### config.mk
export PLATFORM = sky130hd
export DESIGN_NAME = crtc_mode_loader
export DESIGN_NICKNAME = d
export VERILOG_FILES = /design/src/rtl/crtc_pkg.sv /design/src/rtl/crtc_mode_rom.sv /design/src/rtl/crtc_mode_loader.sv
export SDC_FILE = /design/constraint.sdc
export NUM_CORES = 1
export LEC_CHECK = 0
export ABC_CLOCK_PERIOD_IN_PS = 2500
export BUFFER_PORTS_ARGS = -buffer_cell sky130_fd_sc_hd__buf_2
export CAP_MARGIN = 20
export CORE_UTILIZATION = 45
export CTS_CLUSTER_DIAMETER = 150
export DETAILED_ROUTE_END_ITERATION = 10
export PLACE_DENSITY = 0.82
export RECOVER_POWER = 50
export SYNTH_ARGS = -nofsm -noshare
export SYNTH_HDL_FRONTEND = slang
export SYNTH_SLANG_ARGS = --single-unit
### constraint.sdc
create_clock -name clk -period 2.5 [get_ports clk]
set_clock_uncertainty 0.05 [all_clocks]
set_input_delay 0.375 -clock clk [delete_from_list [all_inputs] [get_ports clk]]
set_output_delay 0.375 -clock clk [all_outputs]
set_load 0.05 [all_outputs]
### src/rtl/crtc_pkg.sv
// Shared definitions for the CRTC mode loader: register indices, the timing
// set layout, loader FSM states and the built-in mode table.
package crtc_pkg;

    // CRTC register indices on the 4-bit register bus
    localparam logic [3:0] H_START     = 4'd0;
    localparam logic [3:0] H_END       = 4'd1;
    localparam logic [3:0] HACT_END    = 4'd2;
    localparam logic [3:0] HSYNC_START = 4'd3;
    localparam logic [3:0] HSYNC_END   = 4'd4;
    localparam logic [3:0] V_START     = 4'd5;
    localparam logic [3:0] V_END       = 4'd6;
    localparam logic [3:0] VACT_END    = 4'd7;
    localparam logic [3:0] VSYNC_START = 4'd8;
    localparam logic [3:0] VSYNC_END   = 4'd9;
    localparam logic [3:0] HCNT        = 4'd10;
    localparam logic [3:0] VCNT        = 4'd11;

    localparam int NUM_TABLE_MODES = 4;

    // One complete timing set; field order matches the register write order
    typedef struct packed {
        logic [11:0] h_start;
        logic [11:0] h_end;
        logic [11:0] hact_end;
        logic [11:0] hsync_start;
        logic [11:0] hsync_end;
        logic [11:0] v_start;
        logic [11:0] v_end;
        logic [11:0] vact_end;
        logic [11:0] vsync_start;
        logic [11:0] vsync_end;
    } crtc_timing_t;

    typedef enum logic [1:0] {
        ST_IDLE     = 2'd0,
        ST_WAIT_VBL = 2'd1,
        ST_WRITE    = 2'd2
    } loader_state_t;

    // Mode 0: 320x240 NTSC-like, 1: 256x224, 2: 640x480, 3: 320x256
    localparam crtc_timing_t MODE_TABLE [NUM_TABLE_MODES] = '{
        '{12'd0, 12'd399, 12'd319, 12'd336, 12'd368, 12'd0, 12'd261, 12'd239, 12'd244, 12'd247},
        '{12'd0, 12'd340, 12'd255, 12'd280, 12'd305, 12'd0, 12'd261, 12'd223, 12'd234, 12'd237},
        '{12'd0, 12'd799, 12'd639, 12'd655, 12'd751, 12'd0, 12'd524, 12'd479, 12'd489, 12'd491},
        '{12'd0, 12'd399, 12'd319, 12'd336, 12'd368, 12'd0, 12'd311, 12'd255, 12'd270, 12'd273}
    };

    // Select one field of a timing set by register index; counters read as 0
    function automatic logic [11:0] timing_field(input crtc_timing_t t, input logic [3:0] idx);
        logic [11:0] v;
        case (idx)
            H_START:     v = t.h_start;
            H_END:       v = t.h_end;
            HACT_END:    v = t.hact_end;
            HSYNC_START: v = t.hsync_start;
            HSYNC_END:   v = t.hsync_end;
            V_START:     v = t.v_start;
            V_END:       v = t.v_end;
            VACT_END:    v = t.vact_end;
            VSYNC_START: v = t.vsync_start;
            VSYNC_END:   v = t.vsync_end;
            default:     v = 12'h000;
        endcase
        return v;
    endfunction

endpackage

### src/rtl/crtc_mode_rom.sv
// Combinational mode table lookup: (mode, register index) -> 12-bit value.
// Indices beyond the timing set (HCNT/VCNT) return 0.
module crtc_mode_rom
    import crtc_pkg::*;
#(
    parameter int MSEL_W = 2
) (
    input  logic [MSEL_W-1:0] mode,
    input  logic [3:0]        idx,
    output logic [11:0]       value
);

    logic [1:0] sel;

    // Table lookup; mode indices wrap onto the four built-in entries
    always_comb begin
        sel   = 2'(int'(mode) % NUM_TABLE_MODES);
        value = timing_field(MODE_TABLE[sel], idx);
    end

endmodule

### src/rtl/crtc_mode_loader.sv
// CRTC mode loader: on request, writes a full timing set from the built-in
// table over the shared CRTC register bus, stalling the host port meanwhile.
// Optional macro CRTC_LOADER_CNTRST_EN extends each load with zero writes to
// HCNT and VCNT so the raster restarts at 0,0 on the new timing.
//
// Host port handshake: host_ready is the only flow control. A host write
// (host_wr != 0) takes effect only in a cycle where host_ready is high; a
// write presented while host_ready is low is dropped, not queued, and the
// host must present it again once host_ready returns high.
module crtc_mode_loader
    import crtc_pkg::*;
#(
    parameter  int NUM_MODES      = 4,
    parameter  int SYNC_TO_VBLANK = 1,
    localparam int MSEL_W         = (NUM_MODES > 1) ? $clog2(NUM_MODES) : 1
) (
    input  logic                clk,
    input  logic                reset,
    input  logic                mode_req,
    input  logic [MSEL_W-1:0]   mode_sel,
    output logic                mode_busy,
    output logic                mode_done,
    output logic                mode_err,
    output logic [MSEL_W-1:0]   cur_mode,
    input  logic [1:0]          host_wr,
    input  logic [3:0]          host_address,
    input  logic [15:0]         host_din,
    output logic [15:0]         host_dout,
    output logic                host_ready,
    output logic [1:0]          crtc_wr,
    output logic [3:0]          crtc_address,
    output logic [15:0]         crtc_din,
    input  logic [15:0]         crtc_dout,
    input  logic                vblank,
    output loader_state_t       dbg_state
);

`ifdef CRTC_LOADER_CNTRST_EN
    localparam logic [3:0] LAST_IDX = VCNT;
`else
    localparam logic [3:0] LAST_IDX = VSYNC_END;
`endif

    loader_state_t     state, state_n;
    logic [3:0]        idx, idx_n;
    logic [MSEL_W-1:0] mode_lat, mode_lat_n;
    logic              pend_valid, pend_valid_n;
    logic [MSEL_W-1:0] pend_mode, pend_mode_n;
    logic [MSEL_W-1:0] cur_mode_n;
    logic              done_n;
    logic              vblank_d;
    logic              vblank_edge;
    logic              valid_req;
    logic [11:0]       rom_value;

    assign valid_req   = mode_req && (int'(mode_sel) < NUM_MODES);
    assign vblank_edge = vblank & ~vblank_d;
    assign mode_busy   = (state != ST_IDLE);
    assign host_dout   = crtc_dout;
    assign dbg_state   = state;

    crtc_mode_rom #(
        .MSEL_W (MSEL_W)
    ) u_rom (
        .mode  (mode_lat),
        .idx   (idx),
        .value (rom_value)
    );

    // State and datapath registers; reset leaves CRTC registers untouched
    always_ff @(posedge clk) begin
        if (reset) begin
            state      <= ST_IDLE;
            idx        <= 4'd0;
            mode_lat   <= '0;
            pend_valid <= 1'b0;
            pend_mode  <= '0;
            cur_mode   <= '0;
            mode_done  <= 1'b0;
            mode_err   <= 1'b0;
            vblank_d   <= 1'b0;
        end else begin
            state      <= state_n;
            idx        <= idx_n;
            mode_lat   <= mode_lat_n;
            pend_valid <= pend_valid_n;
            pend_mode  <= pend_mode_n;
            cur_mode   <= cur_mode_n;
            mode_done  <= done_n;
            mode_err   <= mode_req && !valid_req;
            vblank_d   <= vblank;
        end
    end

    // Next-state logic: request latch, vblank sync, register sequencing
    always_comb begin
        state_n      = state;
        idx_n        = idx;
        mode_lat_n   = mode_lat;
        pend_valid_n = pend_valid;
        pend_mode_n  = pend_mode;
        cur_mode_n   = cur_mode;
        done_n       = 1'b0;
        case (state)
            ST_IDLE: begin
                // A fresh request beats one left pending from the last load
                if (valid_req || pend_valid) begin
                    mode_lat_n   = valid_req ? mode_sel : pend_mode;
                    pend_valid_n = 1'b0;
                    idx_n        = 4'd0;
                    state_n      = (SYNC_TO_VBLANK != 0) ? ST_WAIT_VBL : ST_WRITE;
                end
            end
            ST_WAIT_VBL: begin
                if (valid_req) begin
                    mode_lat_n = mode_sel;
                end
                if (vblank_edge) begin
                    state_n = ST_WRITE;
                    idx_n   = 4'd0;
                end
            end
            ST_WRITE: begin
                if (valid_req) begin
                    pend_valid_n = 1'b1;
                    pend_mode_n  = mode_sel;
                end
                if (idx == LAST_IDX) begin
                    state_n    = ST_IDLE;
                    idx_n      = 4'd0;
                    done_n     = 1'b1;
                    cur_mode_n = mode_lat;
                end else begin
                    idx_n = idx + 4'd1;
                end
            end
            default: begin
                state_n = ST_IDLE;
            end
        endcase
    end

    // Bus mux: host passes straight through except while the loader writes
    always_comb begin
        host_ready   = 1'b1;
        crtc_wr      = host_wr;
        crtc_address = host_address;
        crtc_din     = host_din;
        if (state == ST_WRITE) begin
            host_ready   = 1'b0;
            crtc_wr      = 2'b11;
            crtc_address = idx;
            crtc_din     = {4'h0, rom_value};
        end
    end

endmodule

==> results_tabular.tex, run 1 <==
\begin{tabular}{lr}
\hline
Metric & Value \\
\hline
\multicolumn{2}{l}{\textbf{Yosys}} \\
\quad Post-Synthesis Net Count & $\sim$280 \\
\quad Avg Inst Size Synth & between 6 and 7 µm² \\
\quad Number of register bits inferred by synthesis & 15 \\
\quad Yosys cell types & 43 \\
\quad Fraction of synthesized cell area taken by the top area cell type & 19.0\% \\
\quad Post-synth top flop & dfxtp\_1 \\
\quad Most frequent cell after synthesis & nor2\_1 \\
\quad Cell type with the highest aggregate area in the netlist & dfxtp\_1 \\
\quad Instance count of the mapped netlist & 231 \\
\quad Top area cells in the synthesized netlist & dfxtp\_1 (19\%), buf\_4 (9.0\%), nor2b\_1 (6.7\%), nor2\_1 (6.2\%), o21ai\_0 (6.0\%) \\
\quad Share of synthesized flip-flops with an asynchronous set or reset & 0\% \\
\quad Fraction of the yosys area taken by sequential cells & 19.0\% \\
\quad Number of flops mapped to enable cells by yosys & 0 \\
\quad Synth warn & 0 \\
\quad Netlist area before placement & 1580 µm² \\
\quad Synth cell count leaders & nor2\_1 (26), nand2\_1 (23), buf\_4 (19), o21ai\_0 (19), nor2b\_1 (17) \\
\multicolumn{2}{l}{\textbf{Clocking}} \\
\quad H-tree levels & 1 \\
\quad \# clock sinks & 15 \\
\quad Maximum buffer depth of the clock tree & 2 \\
\quad Clock Tree Root & clkbuf\_4 \\
\quad Cts hold-fix bufs & 0 \\
\quad Post-CTS clock slew at the launch and capture registers of the worst setup and hold paths & 0.08 ns \\
\quad Clock Latency Late Sink & 0.28 ns \\
\quad CTS Buf Count & 3 \\
\quad Setup repair bufs after CTS & 0 \\
\quad CTS tree & built \\
\multicolumn{2}{l}{\textbf{Critical path}} \\
\quad Worst-path maximum fanout & 3 \\
\quad Arrival time at the worst endpoint & 1.99 ns \\
\quad Reg-to-reg setup timing slack & 0.71 ns \\
\quad Worst Setup Path Type & reg -> out \\
\quad Kind of launch point of the worst setup path & flop \\
\quad Required @ worst endpoint & 2.08 ns \\
\quad Worst Reg-to-Reg Cells & 5 \\
\quad Crit. End Element & output pin \\
\multicolumn{2}{l}{\textbf{STA}} \\
\quad Relative slew slack & 58.5\% \\
\quad \# setup viols final & 0 \\
\quad Transition time at the pin with the least slew margin & 0.623 ns \\
\quad Tmin final & 2.41 ns \\
\quad Share of the clock period used by the worst path after layout & 96.4\% \\
\quad Peak clock frequency supported by timing & 415 MHz \\
\quad Fin. max-slew vios & 0 \\
\quad RSZ-0062 raised after global routing & no \\
\quad Setup slack after layout & about 0.09 ns \\
\quad Sum of negative setup slack & 0 ns \\
\quad Final Hold Fails & 0 \\
\multicolumn{2}{l}{\textbf{Route}} \\
\quad Wirelength per Cell & 12.2 µm \\
\quad WL final & 3870 µm \\
\quad Router iterations before antenna repair & 5 \\
\quad Number of vias per cell & 5.39 \\
\quad Vias post-DR & 1709 \\
\quad Drt initial violations & 70 \\
\quad Count of antenna-violating nets left after detailed routing & 0 \\
\quad Post-route DRC violation count & 0 \\
\multicolumn{2}{l}{\textbf{Power and ir drop}} \\
\quad Leak & 0.866 nW \\
\quad Cell area power density & 383 nW/µm² \\
\quad Peak VDD IR & 243 µV \\
\multicolumn{2}{l}{\textbf{Place}} \\
\quad Worst slack, placed & 0.257 ns \\
\quad Port buffer count & 56 \\
\quad Number of cells in the design after placement & 313 \\
\quad Final weighted congestion of routability-driven global placement & around 0.94 \\
\quad DP HPWL & 2890 µm \\
\multicolumn{2}{l}{\textbf{GRT}} \\
\quad Maximum number of pins on one net before global-route repair & 23 \\
\quad Antenna violations before repair & 0 \\
\quad Global-route wire length before repair & 6130 µm \\
\quad Global Route Usage Sum & 21.3\% \\
\quad Number of global-route vias before repair & 1465 \\
\quad Global-route congestion overflow total & 0 \\
\multicolumn{2}{l}{\textbf{Floorplan}} \\
\quad Overall die width & 61.3 µm \\
\quad Rows & 21 \\
\quad Die Footprint & 3760 µm² \\
\quad Placeable core area & 3360 µm² \\
\quad Number of I/O pins & 90 \\
\quad Initial core utilization & 47.0\% \\
\quad Floorplan die height & 61.3 µm \\
\multicolumn{2}{l}{\textbf{Cells and area}} \\
\quad Area taken by multi-input logic gates & 1070 µm² \\
\quad Layout overhead on the synthesized area & 18.9\% \\
\quad Number of nets at the end of the flow & between 300 and 400 \\
\quad Area used by sequential logic in the layout & 303 µm² \\
\quad Core occupancy in the finished layout & roughly 56\% \\
\quad N\_diodes & 0 \\
\quad Number of fill cells in the layout & between 300 and 400 \\
\quad Fraction of layout cells with a size suffix above 1 & around 30\% \\
\quad Final cell count without fillers & 317 \\
\multicolumn{2}{l}{\textbf{Flow run}} \\
\quad Number of max-capacitance violations reported & 0 \\
\multicolumn{2}{l}{\textbf{Hold path}} \\
\quad Class of the most critical hold timing path & in -> reg \\
\quad Cell depth of the worst hold path & 2 \\
\multicolumn{2}{l}{\textbf{Status}} \\
\quad Outcome & completed \\
\hline
\end{tabular}
## path summary, 6_finish.rpt
check,startpoint,endpoint
hold / removal,vblank,vblank_d
hold reg to reg,pend_mode[1],pend_mode[1]
setup / recovery,mode_lat[1],crtc_din[4]
setup reg to reg,dbg_state[0],cur_mode[1]
## worst max-delay path, cell delays in order (launching register included)
cell and delay, ns:
dfxtp_1 0.32, inv_1 0.12, ha_4 0.22, xnor2_1 0.12, a2111oi_1 0.41, nor2_1 0.10
o21ai_0 0.09, a22o_1 0.14, buf_4 0.19
## area by class of cell
cell class	instances	share of cell area, %
Timing Repair Buffer	69	20.8
Tap cell	46	3.06
Sequential cell	15	16.1
Multi-Input combinational cell	174	56.9
Clock buffer	4	1.40
Inverter	9	1.80
## stage by stage
step	power (mW)	hold WS, ns	cell area [µm²]
final	0.720	0.262	1880
after global routing	0.770	0.253	1880
after CTS	0.723	0.251	1860
after detailed placement	0.573	0.406	1810
after global placement	0.569	0.391	1810
after floorplan	0.561	0.381	1590
## layout by cell type, fill, tap and decap left out, types with 2 or more instances in the layout
cell type	Yosys	layout
o21ai_1	0	2
clkbuf_1	7	6
nor3_1	5	5
dfxtp_2	0	2
ha_1	7	6
o31ai_1	2	2
nand2b_1	4	4
dfxtp_1	15	13
o21ai_0	19	16
a211oi_1	2	2
nor2_1	26	25
or2_2	2	2
o22ai_1	4	4
nor2b_2	0	2
clkbuf_4	0	6
inv_2	1	2
nor4_1	2	2
nand2_1	23	23
buf_4	19	15
mux2i_1	2	2
xnor2_1	3	3
a21boi_0	3	2
nand3_1	10	10
a22o_1	7	7
inv_1	8	7
a22oi_1	3	3
buf_2	6	45
nor2b_1	17	14
a21oi_1	15	15
## registers in the layout, indices dropped and copies added (netlist names)
register / count
vblank_d: 1
dbg_state: 2
pend_mode: 2
mode_lat: 2
cur_mode: 2
idx: 4
pend_valid: 1
mode_done: 1
## power by group
| group | total (mW) | internal [mW] | switching, mW |
|---|---|---|---|
| Clock | 0.137 | 0.0620 | 0.0747 |
| Sequential | 0.255 | 0.248 | 0.00779 |
| Combinational | 0.328 | 0.107 | 0.221 |
| Total | 0.720 | 0.416 | 0.303 |
## repair_timing
action	4_1_cts	5_1_grt
setup endpoints to repair	7	8
gates resized for setup	5	16
endpoints found under the hold margin	0	0
## kinds of logic after synthesis
family | Yosys count | share of synthesized area [%]
buffers and inverters | 42 | 15.4
DFF | 15 | 19.0
AOI/OAI and AO/OA | 66 | 27.5
other | 1 | 0.237
xor gates and xnor gates | 4 | 2.22
adders and majority gates | 7 | 5.54
muxes | 2 | 1.27
and+or+nand+nor | 94 | 28.8
## layer usage
metal | part of all wire, % | wire length [µm] | track usage [%] | up-vias
li1 | - | - | - | 871
met1 | 42 | 1640 | 26.1 | 743
met2 | 48 | 1870 | 37.9 | 87
met3 | 8.1 | 314 | 2.73 | 8
met4 | 1.1 | 42 | 8.12 | 0
met5 | 0 | 0 | 0 | -
Power figures use the tool's default switching activity.
==> inputs of run 2 (changes only) <==
CORE_UTILIZATION = 46   (was 45)
CTS_BUF_LIST = sky130_fd_sc_hd__clkbuf_8   (was not set)
PLACE_DENSITY = 0.95   (was 0.82)
==> run 2 against run 1 <==
Non-clock buffer count rose by 1. Sequential power barely moved. Setup slack improved by 0.015 ns. Global-route usage rose by 0.93 points. Largest cell class unchanged. Critical endpoint is now crtc_din[6]. Combinational power barely moved. Final cell count fell by 0.32%. Total power rose by 7.3%. Maximum frequency rose by 0.61%. Flip-flop and latch count did not move. Largest power group unchanged.
==> results_tabular.tex, run 2 (synthesis gave the netlist of run 1 again) <==
\begin{tabular}{lr}
\hline
Metric & Value \\
\hline
\multicolumn{2}{l}{\textbf{Place}} \\
\quad DP HPWL & 3060 µm \\
\quad Port buffer count & between 50 and 60 \\
\quad Cell area after placement & 1820 µm² \\
\quad Final weighted congestion of routability-driven global placement & approximately 1 \\
\quad Worst slack, placed & 0.224 ns \\
\multicolumn{2}{l}{\textbf{Cells and area}} \\
\quad Layout overhead on the synthesized area & 20.2\% \\
\quad Number of fill cells in the layout & 332 \\
\quad Flip-flop count of the largest register after layout & 4 \\
\quad Core occupancy in the finished layout & 60.3\% \\
\quad Area taken by multi-input logic gates & 1080 µm² \\
\quad Most flops, register & idx \\
\quad Fin area & 1900 µm² \\
\quad Fraction of layout cells with a size suffix above 1 & 30.1\% \\
\quad Most frequent standard cell in the layout excluding fill and tap cells & buf\_2 \\
\quad Highest-count cells in the layout ignoring fill and taps & buf\_2 (49), nor2\_1 (26), nand2\_1 (23) \\
\quad N\_diodes & 0 \\
\quad Number of nets at the end of the flow & between 300 and 400 \\
\quad Area used by sequential logic in the layout & 304 µm² \\
\multicolumn{2}{l}{\textbf{Floorplan}} \\
\quad Rows & 20 \\
\quad Floorplan die height & 60.6 µm \\
\quad Die Footprint & 3680 µm² \\
\quad Placeable core area & approximately 3200 µm² \\
\quad Overall die width & 60.6 µm \\
\quad Number of I/O pins & 90 \\
\quad Initial core utilization & 50.2\% \\
\multicolumn{2}{l}{\textbf{Clocking}} \\
\quad Maximum buffer depth of the clock tree & 2 \\
\quad CTS tree & built \\
\quad CTS Buf Count & 3 \\
\quad H-tree levels & 1 \\
\quad Cts hold-fix bufs & 0 \\
\quad \# clock sinks & 15 \\
\quad Clock Latency Late Sink & 0.25 ns \\
\quad Setup repair bufs after CTS & 0 \\
\quad Clock Tree Root & clkbuf\_8 \\
\quad Post-CTS clock slew at the launch and capture registers of the worst setup and hold paths & 0.05 ns \\
\multicolumn{2}{l}{\textbf{Critical path}} \\
\quad Arrival time at the worst endpoint & between 1.5 and 2 ns \\
\quad Worst Setup Path Type & reg -> out \\
\quad Kind of launch point of the worst setup path & flop \\
\quad Crit. End Element & output pin \\
\quad Worst-path maximum fanout & 6 \\
\quad Required @ worst endpoint & 2.08 ns \\
\multicolumn{2}{l}{\textbf{Route}} \\
\quad Router iterations before antenna repair & 4 \\
\quad Number of vias per cell & 5.59 \\
\quad Post-route DRC violation count & 0 \\
\quad WL final & 4140 µm \\
\quad Vias post-DR & 1766 \\
\quad Drt initial violations & 127 \\
\quad Count of antenna-violating nets left after detailed routing & 0 \\
\quad Wirelength per Cell & 13.1 µm \\
\multicolumn{2}{l}{\textbf{Power and ir drop}} \\
\quad Peak VDD IR & just over 300 µV \\
\quad Leak & 0.874 nW \\
\quad Total design power & approximately 0.77 mW \\
\quad Cell area power density & 406 nW/µm² \\
\multicolumn{2}{l}{\textbf{GRT}} \\
\quad Maximum number of pins on one net before global-route repair & 22 \\
\quad Antenna violations before repair & 0 \\
\quad Global Route Usage Sum & between 20 and 25\% \\
\quad Global-route wire length before repair & 6310 µm \\
\quad Number of global-route vias before repair & $\sim$1.5k \\
\quad Global-route congestion overflow total & 0 \\
\multicolumn{2}{l}{\textbf{STA}} \\
\quad Relative slew slack & 60.3\% \\
\quad Tmin final & 2.40 ns \\
\quad Share of the clock period used by the worst path after layout & 95.8\% \\
\quad Transition time at the pin with the least slew margin & 0.595 ns \\
\quad \# setup viols final & 0 \\
\quad Final Hold Fails & 0 \\
\quad Setup slack after layout & 0.104 ns \\
\quad Peak clock frequency supported by timing & 417 MHz \\
\quad Sum of negative setup slack & 0 ns \\
\quad Fin. max-slew vios & 0 \\
\multicolumn{2}{l}{\textbf{Status}} \\
\quad Outcome & completed \\
\multicolumn{2}{l}{\textbf{Hold path}} \\
\quad Class of the most critical hold timing path & in -> reg \\
\multicolumn{2}{l}{\textbf{Flow run}} \\
\quad Number of max-capacitance violations reported & 0 \\
\hline
\end{tabular}
run 2: cell count changes in the layout (fill, tap and decap cells not counted), moves of 2 or more:
cell      before  now
buf_2         45   49
clkbuf_8       0    3
clkbuf_4       6    0
inv_1          7    9
run 2: critical path: stages (launching register included):
cell	delay, ns
dfxtp_1	0.30
inv_1	0.14
ha_4	0.23
buf_4	0.15
nor2b_2	0.17
xnor2_1	0.12
a22o_1	0.23
a22o_1	0.20
buf_4	0.19
run 2: final timing paths:
check / from / endpoint / slack, ns / depth (start not counted)
worst max-delay path: mode_lat[0] / crtc_din[6] / 0.10 / 8
worst min register to register: pend_mode[1] / pend_mode[1] / 0.41 / 2
worst max register to register: dbg_state[1] / cur_mode[1] / 0.68 / 5
worst min-delay path: vblank / vblank_d / 0.30 / 2
run 2: layout make-up:
type	instances	share of cell area, %
clock buffers	3	2.17
clock inverters	1	0.197
inverters	9	1.78
multi-input cells	174	56.7
flip-flops and latches	15	16.0
well taps	44	2.90
repair buffers	70	20.2
run 2: report_power, final:
part	switching (mW)	leakage, nW	internal (mW)	total [mW]
combinational	0.223	0.724	0.102	0.325
clock	0.0811	0.0269	0.109	0.190
sequential	0.00934	0.124	0.248	0.258
total	0.314	0.874	0.459	0.772
run 2: per-layer routing:
metal	up-vias	part of all wire (%)	track usage (%)
met3	11	6.4	2.35
met4	0	2.0	9.42
li1	872	-	-
met1	784	42	27.4
met5	-	0	0
met2	99	49	39.2
run 2: timing repair:
action                                  in CTS  in global routing
hold endpoints to repair                     0                  0
endpoints found under the setup margin       3                 10
gates resized for setup                      4                 10
run 2: through the flow:
step,hold slack [ns],cells
final,0.300,316
after global routing,0.310,316
after CTS,0.298,316
after detailed placement,0.402,312
after global placement,0.395,312
after floorplan,0.381,231
